`src/rtl/frame_receiver.sv`:
```
// -----------------------------------------------------------------------------
// frame_receiver
//
// Serial frame receiver. Each frame is recovered from the serial line and
// checked. A good frame's {source ID, data word} goes into a small
// first-word-fall-through FIFO, which is read through a valid/ready port.
//
// Frame on the line (idle high), in order:
//   start(0), ID_WIDTH id bits LSB first, WORD_SIZE data bits LSB first,
//   [even parity over id+data], stop(1)
//
// Optional feature macro:
//   FRAME_RECEIVER_PARITY_EN - the frame carries the even-parity bit and
//                              parity_error is live. When the macro is not
//                              defined there is no parity bit and
//                              parity_error is tied low.
//
// Ports:
//   clock, reset_n  - single rising-edge clock, async active-low reset
//   serial_in       - raw serial line (synchronised internally)
//   data_out        - data word at FIFO head (0 when empty)
//   source_out      - source ID at FIFO head (0 when empty)
//   data_valid      - FIFO not empty
//   data_ready      - consumer takes the head entry (pop on valid && ready)
//   fifo_full       - FIFO holds FIFO_DEPTH entries
//   frame_error     - 1-cycle pulse, bad stop bit
//   parity_error    - 1-cycle pulse, bad parity (stop bit good)
//   dropped_count   - good frames lost to a full FIFO, saturates at 255
//   state_dbg       - receive FSM state, for observation only
//
// Handshake: an entry transfers on every rising edge where data_valid and
// data_ready are both high. data_valid does not depend on data_ready, and
// the head entry stays stable while data_valid is high and data_ready is low.
// -----------------------------------------------------------------------------
module frame_receiver #(
  parameter int WORD_SIZE      = 4,
  parameter int ID_WIDTH       = 4,
  parameter int CLOCKS_PER_BIT = 4,
  parameter int FIFO_DEPTH     = 4
) (
  input  logic                 clock,
  input  logic                 reset_n,
  input  logic                 serial_in,
  output logic [WORD_SIZE-1:0] data_out,
  output logic [ID_WIDTH-1:0]  source_out,
  output logic                 data_valid,
  input  logic                 data_ready,
  output logic                 fifo_full,
  output logic                 frame_error,
  output logic                 parity_error,
  output logic [7:0]           dropped_count,
  output logic [2:0]           state_dbg
);

  localparam int FW = ID_WIDTH + WORD_SIZE;
  localparam int CW = $clog2(CLOCKS_PER_BIT);
  localparam int IW = $clog2(FW + 1);
  localparam int AW = $clog2(FIFO_DEPTH);

  localparam logic [CW-1:0] LAST_CNT = CW'(CLOCKS_PER_BIT - 1);
  localparam logic [CW-1:0] HALF_CNT = CW'(CLOCKS_PER_BIT / 2 - 1);
  localparam logic [IW-1:0] LAST_IDX = IW'(FW - 1);
  localparam logic [AW:0]   DEPTH    = (AW + 1)'(FIFO_DEPTH);

  typedef enum logic [2:0] {IDLE, START, DATA, PARITY, STOP, WAIT_IDLE} state_t;

  // ---------------- line synchroniser (resets to idle level) ----------------
  logic sync1_q, line_q;
  always_ff @(posedge clock or negedge reset_n) begin
    if (!reset_n) begin
      sync1_q <= 1'b1;
      line_q  <= 1'b1;
    end else begin
      sync1_q <= serial_in;
      line_q  <= sync1_q;
    end
  end

  // ---------------- receive FSM ----------------
  state_t          state_q, state_d;
  logic [CW-1:0]   cnt_q, cnt_d;
  logic [IW-1:0]   idx_q, idx_d;
  logic [FW-1:0]   shift_q, shift_d;
  logic            frame_err_q, frame_err_d;
  logic            push;
  logic            par_bad;
  logic            bit_tick;

`ifdef FRAME_RECEIVER_PARITY_EN
  logic par_bad_q, par_bad_d, par_err_q, par_err_d;
  assign par_bad      = par_bad_q;
  assign parity_error = par_err_q;
`else
  assign par_bad      = 1'b0;
  assign parity_error = 1'b0;
`endif

  assign bit_tick  = (cnt_q == LAST_CNT);
  assign state_dbg = state_q;

  always_comb begin
    state_d     = state_q;
    cnt_d       = cnt_q + 1'b1;
    idx_d       = idx_q;
    shift_d     = shift_q;
    frame_err_d = 1'b0;
    push        = 1'b0;
`ifdef FRAME_RECEIVER_PARITY_EN
    par_bad_d   = par_bad_q;
    par_err_d   = 1'b0;
`endif
    case (state_q)
      IDLE: begin
        cnt_d = '0;
        idx_d = '0;
`ifdef FRAME_RECEIVER_PARITY_EN
        par_bad_d = 1'b0;
`endif
        if (!line_q) state_d = START;
      end
      START: begin
        // Half a bit in: a line back high means the low was a glitch.
        if (cnt_q == HALF_CNT) begin
          cnt_d   = '0;
          state_d = line_q ? IDLE : DATA;
        end
      end
      DATA: begin
        if (bit_tick) begin
          cnt_d   = '0;
          shift_d = {line_q, shift_q[FW-1:1]};
          idx_d   = idx_q + 1'b1;
          if (idx_q == LAST_IDX) begin
`ifdef FRAME_RECEIVER_PARITY_EN
            state_d = PARITY;
`else
            state_d = STOP;
`endif
          end
        end
      end
      PARITY: begin
        if (bit_tick) begin
          cnt_d   = '0;
`ifdef FRAME_RECEIVER_PARITY_EN
          par_bad_d = line_q ^ (^shift_q);
`endif
          state_d = STOP;
        end
      end
      STOP: begin
        if (bit_tick) begin
          cnt_d = '0;
          if (!line_q) begin
            frame_err_d = 1'b1;
            state_d     = WAIT_IDLE;
          end else if (par_bad) begin
`ifdef FRAME_RECEIVER_PARITY_EN
            par_err_d = 1'b1;
`endif
            state_d = IDLE;
          end else begin
            push    = 1'b1;
            state_d = IDLE;
          end
        end
      end
      WAIT_IDLE: begin
        cnt_d = '0;
        if (line_q) state_d = IDLE;
      end
      default: state_d = IDLE;
    endcase
  end

  always_ff @(posedge clock or negedge reset_n) begin
    if (!reset_n) begin
      state_q     <= IDLE;
      cnt_q       <= '0;
      idx_q       <= '0;
      shift_q     <= '0;
      frame_err_q <= 1'b0;
    end else begin
      state_q     <= state_d;
      cnt_q       <= cnt_d;
      idx_q       <= idx_d;
      shift_q     <= shift_d;
      frame_err_q <= frame_err_d;
    end
  end

`ifdef FRAME_RECEIVER_PARITY_EN
  always_ff @(posedge clock or negedge reset_n) begin
    if (!reset_n) begin
      par_bad_q <= 1'b0;
      par_err_q <= 1'b0;
    end else begin
      par_bad_q <= par_bad_d;
      par_err_q <= par_err_d;
    end
  end
`endif

  assign frame_error = frame_err_q;

  // ---------------- output FIFO ----------------
  // Entry layout matches the shift register: ID in the low bits, word above.
  logic [FW-1:0] mem [FIFO_DEPTH];
  logic [AW-1:0] wr_ptr_q, rd_ptr_q;
  logic [AW:0]   count_q;
  logic          pop, do_push;

  assign data_valid = (count_q != '0);
  assign fifo_full  = (count_q == DEPTH);
  assign pop        = data_valid && data_ready;
  // When full, a same-cycle pop frees the slot the push needs.
  assign do_push    = push && (!fifo_full || pop);

  assign source_out = data_valid ? mem[rd_ptr_q][ID_WIDTH-1:0] : '0;
  assign data_out   = data_valid ? mem[rd_ptr_q][FW-1:ID_WIDTH] : '0;

  always_ff @(posedge clock) begin
    if (do_push) mem[wr_ptr_q] <= shift_q;
  end

  always_ff @(posedge clock or negedge reset_n) begin
    if (!reset_n) begin
      wr_ptr_q      <= '0;
      rd_ptr_q      <= '0;
      count_q       <= '0;
      dropped_count <= '0;
    end else begin
      if (do_push) wr_ptr_q <= wr_ptr_q + 1'b1;
      if (pop)     rd_ptr_q <= rd_ptr_q + 1'b1;
      if (do_push && !pop)      count_q <= count_q + 1'b1;
      else if (pop && !do_push) count_q <= count_q - 1'b1;
      if (push && !do_push && dropped_count != 8'hFF)
        dropped_count <= dropped_count + 1'b1;
    end
  end

endmodule

```
`config.mk`:
```
export PLATFORM = sky130hd
export DESIGN_NAME = frame_receiver
export DESIGN_NICKNAME = d
export VERILOG_FILES = /design/src/rtl/frame_receiver.sv
export SDC_FILE = /design/constraint.sdc
export NUM_CORES = 1
export LEC_CHECK = 0
export CORE_MARGIN = 5
export CORE_UTILIZATION = 60
export CTS_CLUSTER_SIZE = 25
export DETAILED_ROUTE_END_ITERATION = 12
export GPL_ROUTABILITY_DRIVEN = 0
export HOLD_SLACK_MARGIN = 0.03
export PLACE_DENSITY_LB_ADDON = 0.12
export SLEW_MARGIN = 25
export SYNTH_ARGS = -nofsm -noshare
export SYNTH_HDL_FRONTEND = slang
export SYNTH_SLANG_ARGS = --single-unit
```
`constraint.sdc`:
```
create_clock -name clock -period 5.4 [get_ports clock]
set_clock_uncertainty 0.2 [all_clocks]
set_input_delay 1.62 -clock clock [delete_from_list [all_inputs] [get_ports clock]]
set_output_delay 1.62 -clock clock [all_outputs]
set_load 0.01 [all_outputs]
```
==> impl_metrics.tcl <==
set metrics [dict create \
    status "completed" \
    slowest_stage "dfrtp_1" \
    ant_nets 0 \
    cts-htree-levels 3 \
    portBuffers 25 \
    worstRegToRegCells 10 \
    overflow 0 \
    leakagePower_nw 1.375 \
    design.core.area_um2 4817 \
    period_share_pct 75.69 \
    max_freq_mhz 244.7 \
    path_cells "mux4_2, and2_1, clkdlybuf4s50_1" \
    power_density_nw_per_um2 422.1 \
    hold_path_depth 0 \
    final_nets 249 \
    cts_sinks 67 \
    arrival_ns 2.27 \
    tns_ns 0 \
    grt_pass1_wl_mm 8.431 \
    syn-cell-area_um2 3018 \
    p_sw_mw 0.4418 \
    design_area_um2 3477 \
    antenna_found_initial 0 \
    drtIter0Drc 73 \
    max_stage_delay_ns 0.73 \
    synth_top_flop_cell "dfrtp_1" \
    die_h_um 80.92 \
    sequentialPowerShare_pct 48.0 \
    pin_count 27 \
    hold-worst-slack_ns 0.1586 \
    areaGrowthSynthToFinish_pct 15.22 \
    worst_pin_slew_ns 0.7286 \
    syn_avg_cell_area_um2 14.72 \
    setup_viol 0 \
    worstReg2RegStart "cnt_q[0]$_DFF_PN0_" \
    dp.cells 290 \
    clockBufferDepth 2 \
    remaining_drc_errors 0 \
    min_period_ns 4.087 \
    chipWidth_um 80.92 \
    cp-end-kind "output pin" \
    yosys.area.top_type "edfxtp_1" \
    combinationalPowerShare_pct 28.5 \
    cts_root_buffer "clkbuf_8" \
    r2r_setup_slack_ns 2.70 \
    r2r-end "count_q[2]$_DFFE_PN0P_" \
    routed_wl_mm 4.947 \
    cts_tree "done" \
    clkPwrFrac_pct 23.5 \
    path_clk_slew_ns 0.06 \
    dr.pass1.iters 6 \
    crit_type "flop to output pin" \
    grt_max_degree 36 \
    instances_no_fill 306 \
    vias 1718 \
    avgViaCountPerCell 5.614 \
    fillers 352 \
    rsz0062_at_grt "false" \
    hp-class "flop to flop" \
    rows 25 \
    cp_num_buf_inv 1 \
    placed_cell_area_um2 3313 \
    maxCapViolations 0 \
    yosys_register_bits 67 \
    cts_inserted_buffers 9 \
    hold_start "sync1_q$_DFF_PN1_" \
    synth_area_leaders "edfxtp_1 32%, dfrtp_1 27%, mux4_2 6.0%" \
    hpwl_mm 3.408 \
    grt_pass1_vias 1691 \
    synth_top_area_share_pct 31.84 \
    yosys_warnings 0 \
    cp_top_family "flip-flops" \
    worst_setup_path_start_kind "flop" \
    crit_required_ns 3.58 \
    synthCells 205 \
    insertion_delay_ns 0.32 \
    synth_cell_types 45 \
    synth-edff-count 32 \
    slew_viol_final 0 \
    finalWorstSetupSlack_ns 1.313 \
    hold-path-endpoint "line_q$_DFF_PN1_" \
    hold_violations 0 \
    swShare_pct 30.10 \
    drive_gt1_share_pct 19.25 \
    die_area_um2 6548 \
    grt_usage_pct 17.45 \
    synth_async_sr_flop_share_pct 52.24 \
    syn_nets 220 \
    post_cts_buffers 0 \
    wl_per_cell_um 16.17 \
    max_slew_margin_pct 51.22 \
    cts_resized 0 \
    start_util_pct 62.65 \
    yosysSeqAreaShare_pct 60.95 \
    place_ws_ns 1.441 \
    path_max_fanout 10 \
    peakVddDrop_mv 0.2615 \
    holdBufCountCts 0 \
    antenna_cells 0 \
    synth_most_common_cell "dfrtp_1" \
    intPower_mw 1.026 \
    netlist_top_cells_count "33 x dfrtp_1, 32 x edfxtp_1, 12 x and2_1, 12 x mux2_2" \
]
==> metrics by stage <==
step | util, % | power (mW)
floorplan | - | 0.9628
finish | 72.18 | 1.468
detailed placement | 68.78 | 1.136
global route | 72.18 | 1.555
CTS | 72.18 | 1.483
global placement | 68.78 | 1.107
==> logic make-up (layout without fill, tap and decap cells) <==
family	count (synthesis)	in the layout	synth area share [%]
xor+xnor	11	11	3.192
simple gates	60	60	13.27
flops	67	67	60.95
compound gates	18	18	4.104
buf+inv	15	49	2.404
fa+ha+maj	11	11	4.809
other cells	1	1	0.1243
mux	22	22	11.15
==> power groups by stage <==
stage | Combinational (mW) | Sequential [mW] | Clock [mW]
floorplan | 0.313 | 0.650 | 0
global placement | 0.401 | 0.706 | 0
detailed placement | 0.421 | 0.715 | 0
CTS | 0.423 | 0.705 | 0.355
global route | 0.455 | 0.720 | 0.380
finish | 0.419 | 0.704 | 0.345
==> worst max-delay path by stage <==
stage	start	end	slack, ns	cells past startpoint
2_1_floorplan	data_ready	count_q[1]$_DFFE_PN0P_	2.07	6
3_3_place_gp	data_ready	count_q[1]$_DFFE_PN0P_	1.50	7
3_5_place_dp	data_ready	count_q[1]$_DFFE_PN0P_	1.44	7
4_1_cts	rd_ptr_q[0]$_DFFE_PN0P_	data_out[3]	1.26	3
5_1_grt	rd_ptr_q[0]$_DFFE_PN0P_	data_out[3]	1.18	3
6_report	rd_ptr_q[0]$_DFFE_PN0P_	data_out[3]	1.31	3
==> per-layer routing <==
metal  vias up  global-route usage (%)  share of wire (%)
met5         -                       0                  0
met4         0                   6.588               0.77
met3         4                   4.878                3.4
met2        35                   29.56                 53
met1       866                   21.29                 43
li1        813                       -                  -
==> cells in the final DEF, fill, tap and decap left out, drive strengths merged, types with 3 or more instances in the layout <==
cell type       n
ha             10
nor3b           3
nand4           3
dfrtp          33
o21ai           3
nand2b          4
edfxtp         32
xnor2           4
clkinv          3
clkdlybuf4s50  25
nand2          10
clkbuf         13
inv             7
xor2            7
nand3           4
a21o            3
and2           12
mux4            8
nor3            6
mux2           13
nor2            8
a22o            4
a21oi           3
==> registers in the layout, summed over array words and instances, names as in the netlist <==
signal / flops
idx_q: 4
frame_error: 1
sync1_q: 1
rd_ptr_q: 2
dropped_count: 8
shift_q: 8
cnt_q: 2
line_q: 1
state_dbg: 3
count_q: 3
wr_ptr_q: 2
mem: 32
==> final cells by class <==
| type | count | area, um2 | area share, % |
|---|---|---|---|
| tap | 67 | 83.83 | 2.411 |
| multi-input combinational | 123 | 1106 | 31.81 |
| timing repair buffer | 26 | 257.7 | 7.413 |
| inverter | 7 | 26.28 | 0.7557 |
| sequential | 67 | 1839 | 52.90 |
| clock buffer | 13 | 148.9 | 4.282 |
| clock inverter | 3 | 15.01 | 0.4318 |
(Power assumes the default switching activity.)
